[src/rtl/event_stream_framer.sv]
`default_nettype none
// ============================================================================
// Module      : event_stream_framer
// Description : Frames readout events as header/payload/trailer words into a
//               32-entry FWFT FIFO drained by a ready/valid handshake.
//               Optional macro FRAMER_STATS_EN builds the lost/stray counters.
// Revision    : 1.0 - initial release
// ============================================================================
module event_stream_framer #(
    parameter int DATA_W = 45,
    parameter int BX_W   = 3,
    parameter int AW     = 5,
    parameter int CNT_W  = 6
) (
    input  logic              clk,
    input  logic              reset_n,
    input  logic              new_event,
    input  logic [BX_W-1:0]   BX,
    input  logic [DATA_W-1:0] mem_dat_stream,
    input  logic              valid,
    input  logic              none,
    output logic [DATA_W+1:0] out_data,
    output logic              out_valid,
    input  logic              out_ready,
    output logic [AW:0]       fill,
    output logic [7:0]        lost_evt_cnt,
    output logic [7:0]        stray_cnt
);

    localparam int         c_DEPTH    = 1 << AW;
    localparam logic [AW:0] c_ROOM_MAX = (AW+1)'(c_DEPTH - 2);
    localparam logic [1:0] c_TAG_HDR  = 2'b01;
    localparam logic [1:0] c_TAG_PAY  = 2'b00;
    localparam logic [1:0] c_TAG_TRL  = 2'b10;

    typedef enum logic [1:0] {
        S_IDLE     = 2'd0,
        S_OPEN     = 2'd1,
        S_HDR_PEND = 2'd2,
        S_DROP     = 2'd3
    } state_t;

    state_t            r_state;
    logic [BX_W-1:0]   r_bx;
    logic [CNT_W-1:0]  r_cnt;
    logic              r_ovf;
    logic [AW:0]       r_wr_ptr;
    logic [AW:0]       r_rd_ptr;
    logic [DATA_W+1:0] r_mem [c_DEPTH];

    logic              w_room;
    logic              w_pop;
    logic              w_push;
    logic [DATA_W+1:0] w_push_data;
    logic [BX_W-1:0]   w_hdr_bx;
    logic [DATA_W-1:0] w_hdr;
    logic [DATA_W-1:0] w_trl;

    // Occupancy comes from pointers one bit wider than the address, so 32 != 0.
    assign fill      = r_wr_ptr - r_rd_ptr;
    assign w_room    = (fill <= c_ROOM_MAX);
    assign out_valid = (fill != '0);
    assign out_data  = out_valid ? r_mem[r_rd_ptr[AW-1:0]] : '0;
    assign w_pop     = out_valid && out_ready;
    assign w_hdr_bx  = (r_state == S_HDR_PEND) ? r_bx : BX;

    always_comb begin
        w_hdr                     = '0;
        w_hdr[BX_W-1:0]           = w_hdr_bx;
        w_trl                     = '0;
        w_trl[DATA_W-1]           = r_ovf;
        w_trl[DATA_W-2 -: BX_W]   = r_bx;
        w_trl[CNT_W-1:0]          = r_cnt;
    end

    // Header/payload need two free slots so the trailer always has one left.
    always_comb begin
        w_push      = 1'b0;
        w_push_data = {c_TAG_HDR, w_hdr};
        case (r_state)
            S_IDLE, S_DROP: begin
                if (new_event && w_room)
                    w_push = 1'b1;
            end
            S_HDR_PEND: begin
                if (!new_event && w_room)
                    w_push = 1'b1;
            end
            S_OPEN: begin
                if (new_event || (none && !valid)) begin
                    w_push      = 1'b1;
                    w_push_data = {c_TAG_TRL, w_trl};
                end else if (valid && w_room) begin
                    w_push      = 1'b1;
                    w_push_data = {c_TAG_PAY, mem_dat_stream};
                end
            end
            default: ;
        endcase
    end

    always_ff @(posedge clk or negedge reset_n) begin
        if (!reset_n) begin
            r_state <= S_IDLE;
            r_bx    <= '0;
            r_cnt   <= '0;
            r_ovf   <= 1'b0;
        end else begin
            case (r_state)
                S_IDLE, S_DROP: begin
                    if (new_event) begin
                        r_bx    <= BX;
                        r_cnt   <= '0;
                        r_ovf   <= 1'b0;
                        r_state <= w_room ? S_OPEN : S_DROP;
                    end else if (r_state == S_DROP && none && !valid) begin
                        r_state <= S_IDLE;
                    end
                end
                S_OPEN: begin
                    if (new_event) begin
                        r_bx    <= BX;
                        r_cnt   <= '0;
                        r_ovf   <= 1'b0;
                        r_state <= S_HDR_PEND;
                    end else if (valid) begin
                        if (w_room) begin
                            if (r_cnt != '1)
                                r_cnt <= r_cnt + CNT_W'(1);
                        end else begin
                            r_ovf <= 1'b1;
                        end
                    end else if (none) begin
                        r_state <= S_IDLE;
                    end
                end
                S_HDR_PEND: begin
                    // A word arriving before the header is written belongs to the new event.
                    if (new_event) begin
                        r_bx  <= BX;
                        r_ovf <= r_ovf | valid;
                    end else begin
                        r_cnt   <= '0;
                        r_ovf   <= r_ovf | valid;
                        r_state <= w_room ? S_OPEN : S_DROP;
                    end
                end
                default: r_state <= S_IDLE;
            endcase
        end
    end

    always_ff @(posedge clk or negedge reset_n) begin
        if (!reset_n) begin
            r_wr_ptr <= '0;
            r_rd_ptr <= '0;
        end else begin
            if (w_push)
                r_wr_ptr <= r_wr_ptr + (AW+1)'(1);
            if (w_pop)
                r_rd_ptr <= r_rd_ptr + (AW+1)'(1);
        end
    end

    always_ff @(posedge clk) begin
        if (w_push)
            r_mem[r_wr_ptr[AW-1:0]] <= w_push_data;
    end

`ifdef FRAMER_STATS_EN
    logic w_lost;
    logic w_stray;

    assign w_lost  = !w_room &&
                     ((new_event && (r_state == S_IDLE || r_state == S_DROP)) ||
                      (!new_event && r_state == S_HDR_PEND));
    assign w_stray = (r_state == S_IDLE) && valid;

    always_ff @(posedge clk or negedge reset_n) begin
        if (!reset_n) begin
            lost_evt_cnt <= '0;
            stray_cnt    <= '0;
        end else begin
            if (w_lost && lost_evt_cnt != 8'hFF)
                lost_evt_cnt <= lost_evt_cnt + 8'd1;
            if (w_stray && stray_cnt != 8'hFF)
                stray_cnt <= stray_cnt + 8'd1;
        end
    end
`else
    assign lost_evt_cnt = '0;
    assign stray_cnt    = '0;
`endif

endmodule
`default_nettype wire

[config.mk]
export PLATFORM = sky130hd
export DESIGN_NAME = event_stream_framer
export DESIGN_NICKNAME = d
export VERILOG_FILES = /design/src/rtl/event_stream_framer.sv
export SDC_FILE = /design/constraint.sdc
export NUM_CORES = 2
export LEC_CHECK = 0
export CAP_MARGIN = 25
export CORE_MARGIN = 5
export CORE_UTILIZATION = 40
export CTS_CLUSTER_DIAMETER = 30
export CTS_CLUSTER_SIZE = 16
export DETAILED_ROUTE_END_ITERATION = 12
export PLACE_DENSITY_LB_ADDON = 0.2
export SLEW_MARGIN = 20
export SYNTH_ARGS = -nofsm -noshare
export SYNTH_HDL_FRONTEND = slang
export SYNTH_SLANG_ARGS = --single-unit
[constraint.sdc]
create_clock -name clk -period 5.9 [get_ports clk]
set_clock_uncertainty 0.15 [all_clocks]
set_input_delay 1.18 -clock clk [delete_from_list [all_inputs] [get_ports clk]]
set_output_delay 1.18 -clock clk [all_outputs]
set_load 0.005 [all_outputs]
# Word-level counts from Yosys, hierarchy flattened
# Memories as Yosys holds them, arrays and structs flattened.
# Index checks and enable logic that the tools add are counted.
# Widths: inputs -> output; s select.
[totals] reg_bits=24 ram_bits=1504 wordCells=78 mem_count=1
[mem_list] memory="r_mem" depth=32 word_bits=47 read_ports=1 rd_clocked_by_memory_dff=0 write_ports=1 line="49" source="logic [DATA_W+1:0] r_mem [c_DEPTH];"
[classes] addsub=4 n_lt_le_gt_ge=1 n_eq_ne=14 muxes=34 n_bitwise=1 reduce_logical=17
[op_table] op="$mux 47" n=3
[op_table] op="$mux 46" n=1
[op_table] op="$mux 6" n=6
[op_table] op="$ne 3x3->1 const B" n=7
[op_table] op="$add 6x1->6 const B" n=3
[op_table] op="$pmux 6 s3" n=1
[op_table] op="$mux 2" n=7
[op_table] op="$mux 1" n=10
[op_table] op="$mux 3" n=3
[op_table] op="$logic_and 1x1->1" n=7
[op_table] op="$le 6x5->1 const B" n=1
[op_table] op="$ne 6x6->1 const B" n=1
[op_table] op="$pmux 1 s3" n=2
[op_table] op="$pmux 2 s3" n=1
[op_table] op="$reduce_bool 6->1" n=1
[op_table] op="$sub 6x6->6" n=1
[op_table] op="$reduce_and 5->1" n=1
[op_table] op="$eq 2x2->1 const B" n=2
[op_table] op="$ne 2x2->1 const B" n=2
[op_table] op="$reduce_and 4->1" n=1
[op_table] op="$reduce_or 4->1" n=1
[op_table] op="$reduce_and 3->1" n=1
[op_table] op="$eq 2x1->1 const B" n=1
[op_table] op="$logic_not 1->1" n=2
[op_table] op="5 further kinds" n=5

# Depth between registers and ports, before layout
[logic_depth] depth_word=8 ltp_mapped=14

# Worst setup path before layout
# Ideal clock, no wire load.
[synth_timing] kind="reg2reg" from="register r_rd_ptr[1]" to="memory r_mem[30][0] (netlist bit) (enable)" t_arrival_ps=4850 t_required_ps=5298 slack_ps=448 path_stages_with_launch=13 n_path_buf=4 synth_period_minus_slack_ps=5452 cell_sequence="dfrtp_1 -> clkbuf_1 -> inv_2 -> clkbuf_1 -> clkbuf_1 -> ha_1 -> nor2b_1 -> o221a_2 -> a311oi_4 -> a31o_2 -> buf_2 -> nand2_1 -> nor2_1"
[synth_via] elab_chain_cells=8 word_cells_on_any_way=12
[synth_lines] element="start, declared" line="48" source="logic [AW:0] r_rd_ptr;"
[synth_lines] element="start signal, assigned" line="161" source="r_rd_ptr <= r_rd_ptr + (AW+1)'(1);"
[synth_lines] element="$sub 6x6->6 *" line="60" source="assign fill = r_wr_ptr - r_rd_ptr;"
[synth_lines] element="$le 6x5->1 *" line="61" source="assign w_room = (fill <= c_ROOM_MAX);"
[synth_lines] element="$logic_and 1x1->1" line="93" source="end else if (valid && w_room) begin"
[synth_lines] element="$mux 1" line="93"
[synth_lines] element="$mux 1" line="90" source="if (new_event || (none && !valid)) begin"
[synth_lines] element="$pmux 1 s3 *" line="80" source="case (r_state)"
[synth_lines] element="$mux 1 *" line="166" source="if (w_push)"
[synth_lines] element="$mux 1 (not written as such) *" line="167" source="r_mem[r_wr_ptr[AW-1:0]] <= w_push_data;"
[synth_lines] element="end, declared" line="49"
# Mark *: on every way between the ends. The rest lies on a longest branch, timed or not.

# Worst setup path after layout
[layout_timing] from="register r_rd_ptr[3]" to="output out_data[25]"
[layout_via] elab_chain_cells=3 word_cells_on_any_way=4
[layout_lines] element="$sub 6x6->6" line="60"
[layout_lines] element="$reduce_bool 6->1" line="62" source="assign out_valid = (fill != '0);"
[layout_lines] element="$mux 47 *" line="63" source="assign out_data = out_valid ? r_mem[r_rd_ptr[AW-1:0]] : '0;"
[layout_lines] element="end, declared" line="22" source="output logic [DATA_W+1:0] out_data,"
# Marks and branches as above.

==> summary.md <==
| Metric | Value |
|---|---|
| Status | completed |
| Sequential Area | ~46000 um2 |
| Std-Cell Rows | 141 |
| Number of synthesized register bits | roughly 1500 |
| Post-DRT Antenna Nets | 0 |
| Clock root buffer | clkbuf_16 |
| Final Max Slew Viols | 0 |
| Commonest non-fill, non-tap cell in the layout | edfxtp_1 |
| Port Buffer Count | 107 |
| Post-synth EDFFs | 1504 |
| Fraction of registers with async set/reset | 0.01571 |
| Hpwl dp | 79500 um |
| Syn Area/Cell | between 15 and 20 um2 |
| VDD IR-drop max | 0.4832 mV |
| Hold Crit Class | input pin to async pin |
| Initial Utilization | 0.4031 |
| Yosys top cell area share | 0.7570 |
| Worst-skew pair later-pin latency | 0.86 ns |
| Mapped Cells | 3044 |
| RSZ-0062 raised after global routing | yes |
| All-Layer GR Usage | 0.2023 |
| Vias in the first global route | 33358 |
| Synth area leaders | edfxtp_1 76%, mux4_2 14%, nand2_1 3.1% |
| Die Span Y | 396.2 um |
| Worst-Margin Slew | 1.173 ns |
| Final setup violation count | 0 |
| Highest clock rate | between 0.15 and 0.2 GHz |
| Worst Setup End Kind | output port |
| Final instance area | 74280 um2 |
| Number of hold buffers added after CTS | 0 |
| Share of post-route cells with drive strength above 1 | 0.2917 |
| Clock Tree Buf Depth | 4 |
| Layout area overhead | 24.51% |
| Core ar. | approximately 150000 um2 |
| Diodes inserted | 0 |
| CP Max Fanout | 66 |
| Most frequent cells in the layout | 1504 x edfxtp_1, 488 x nand2_1, 376 x mux4_2 |
| Placed Instance Area | approximately 64000 um2 |
| H-tree levels | 5 |
| CTS tree | built |
| Vias | ~31000 |
| Worst path arrival time | approximately 4.4 ns |
| Core Util, Final | 0.5019 |
| Commonest register cell after synthesis | edfxtp_1 |
| Die area | 157000 um2 |
| Final Critical Period | between 5 and 6 ns |
| CTS buffer count | 307 |
| Power Total | 0.04186 W |
| Fillers | 11650 |
| Critical path startpoint category | flip-flop |
| Die width | roughly 400 um |
| Via density | 5.581 |
| Final hold slack | 0.1877 ns |
| Maximum capacitance violations | 0 |
| Leading area contributor after synthesis | edfxtp_1 |
| Crit Path Class | flip-flop to output port |
| Synth warn | 0 |
| Final hold vios | 0 |
| Iter 0 DRT Violations | 2950 |
| Crit path required time | ~4.6 ns |
| Pwr dens | 563.5 nW/um2 |
| Seq/Total Area, Yosys | 0.7671 |
| Nets | 3480 |
| Setup TNS | 0 ns |
| Drt pass-1 iters | 5 |
| Post-synthesis cell type count | between 50 and 60 |
| CTS clock-pin slew for the worst setup and hold paths | roughly 0.040 ns |
| Max transition margin | 0.2182 |
| Largest net degree at the start of global routing | 129 |
| CTS Sinks | 1528 |
| Area of the multi-input gates | 13470 um2 |
| Final Wtd Congestion | about 0.77 |
| GRT Residual Overflow | 0 |
| Cell area after synthesis | 59660 um2 |
| DRC | 0 |
| Period utilisation layout | 0.9662 |
| Lkg Pwr | 25.34 nW |
| DRT Wirelength | 159700 um |
| Initial antenna violation count | 2 |
| Num ports | 124 |
| DR WL/cell | 28.73 um |
| Global-route wire length before repair | 229300 um |
per-layer routing:
metal	global-route usage	share of wire
met2	0.3545	0.52
met3	0.03602	0.061
met4	0.06239	0.025
met5	0	0.000044
met1	0.2581	0.39
through the flow:
stage / cells / setup slack [ns]
global route: 5560 / -0.003868
detailed placement: 5008 / 0.7071
CTS: 5540 / 0.01166
floorplan: 3059 / 0.4480
finish: 5560 / 0.1991
global placement: 5007 / 0.6636
final timing paths:
check                                        start                 endpoint  slack, ns  cells past startpoint
max in group asynchronous                  reset_n  r_rd_ptr[0]$_DFFE_PN0P_       4.95                      1
setup / recovery           r_rd_ptr[3]$_DFFE_PN0P_             out_data[25]       0.20                      6
hold reg to reg            r_rd_ptr[5]$_DFFE_PN0P_  r_rd_ptr[5]$_DFFE_PN0P_       0.37                      1
setup reg to reg           r_wr_ptr[0]$_DFFE_PN0P_   r_mem[5][20]$_DFFE_PP_       1.46                     11
min in group clk           r_rd_ptr[5]$_DFFE_PN0P_  r_rd_ptr[5]$_DFFE_PN0P_       0.37                      1
hold / removal                             reset_n      r_bx[2]$_DFFE_PN0P_       0.19                      1
cells by family (layout without fill, tap and decap cells):
group | count (synthesis) | count (layout) | share of synthesized area
flip-flops | 1528 | 1528 | 0.7671
AO/OA/AOI/OAI | 282 | 282 | 0.02643
buffers and inverters | 198 | 768 | 0.01464
adder cells (fa/ha/maj) | 17 | 17 | 0.003691
AND/OR/NAND/NOR | 619 | 620 | 0.04236
other | 1 | 16 | 0.00006286
multiplexers | 385 | 385 | 0.1436
XOR/XNOR | 14 | 14 | 0.002181
report_power, final:
part | switching, W | internal (W)
clock | 0.00545 | 0.0114
sequential | 0.000235 | 0.0132
combinational | 0.00686 | 0.00475
total | 0.0126 | 0.0293
registers in the layout, summed over array words and instances, names as in the netlist:
name,cells
r_mem,1504
r_rd_ptr,6
r_cnt,6
r_bx,3
r_wr_ptr,6
r_state,2
r_ovf,1
Yosys cell counts, types with 2 or more instances:
master    instances
edfxtp_1       1504
nand2_1         490
mux4_2          376
a21oi_1         194
clkbuf_1        100
o22ai_1          49
buf_2            47
nor2_1           47
and2_1           38
dfrtp_1          24
buf_1            18
buf_4            18
ha_1             16
o21ai_0          14
xnor2_1          11
inv_1            10
nand3_1          10
a22o_1            7
and3_1            5
mux2_2            5
nor2b_1           5
mux2i_1           4
nand2b_1          4
nor3_1            4
clkbuf_2          3
nand3b_1          3
o31ai_1           3
a31oi_1           2
nand2_2           2
nand4_1           2
or3_1             2
xor2_1            2
cell type report:
type / instances / share of cell area
Sequential cell: 1528 / 0.6163
Clock inverter: 193 / 0.02929
Multi-Input combinational cell: 1334 / 0.1814
Inverter: 12 / 0.0006737
Tap cell: 1930 / 0.03251
Timing Repair Buffer: 226 / 0.03266
Clock buffer: 337 / 0.1072
worst max-delay path: stages, from the launching register on:
cell and delay, ns:
dfrtp_4 0.39, buf_4 0.71, buf_4 0.92, a21oi_1 0.12, a21oi_1 0.47, o22ai_1 0.19
clkdlybuf4s50_1 0.51
repair_timing:
item                                    4_1_cts  5_1_grt
gates resized for setup                      13        8
gates cloned                                  2        1
pin swaps                                     0        2
buffers inserted                              0        4
endpoints found under the setup margin       31       32
Power figures use the tool's default switching activity.
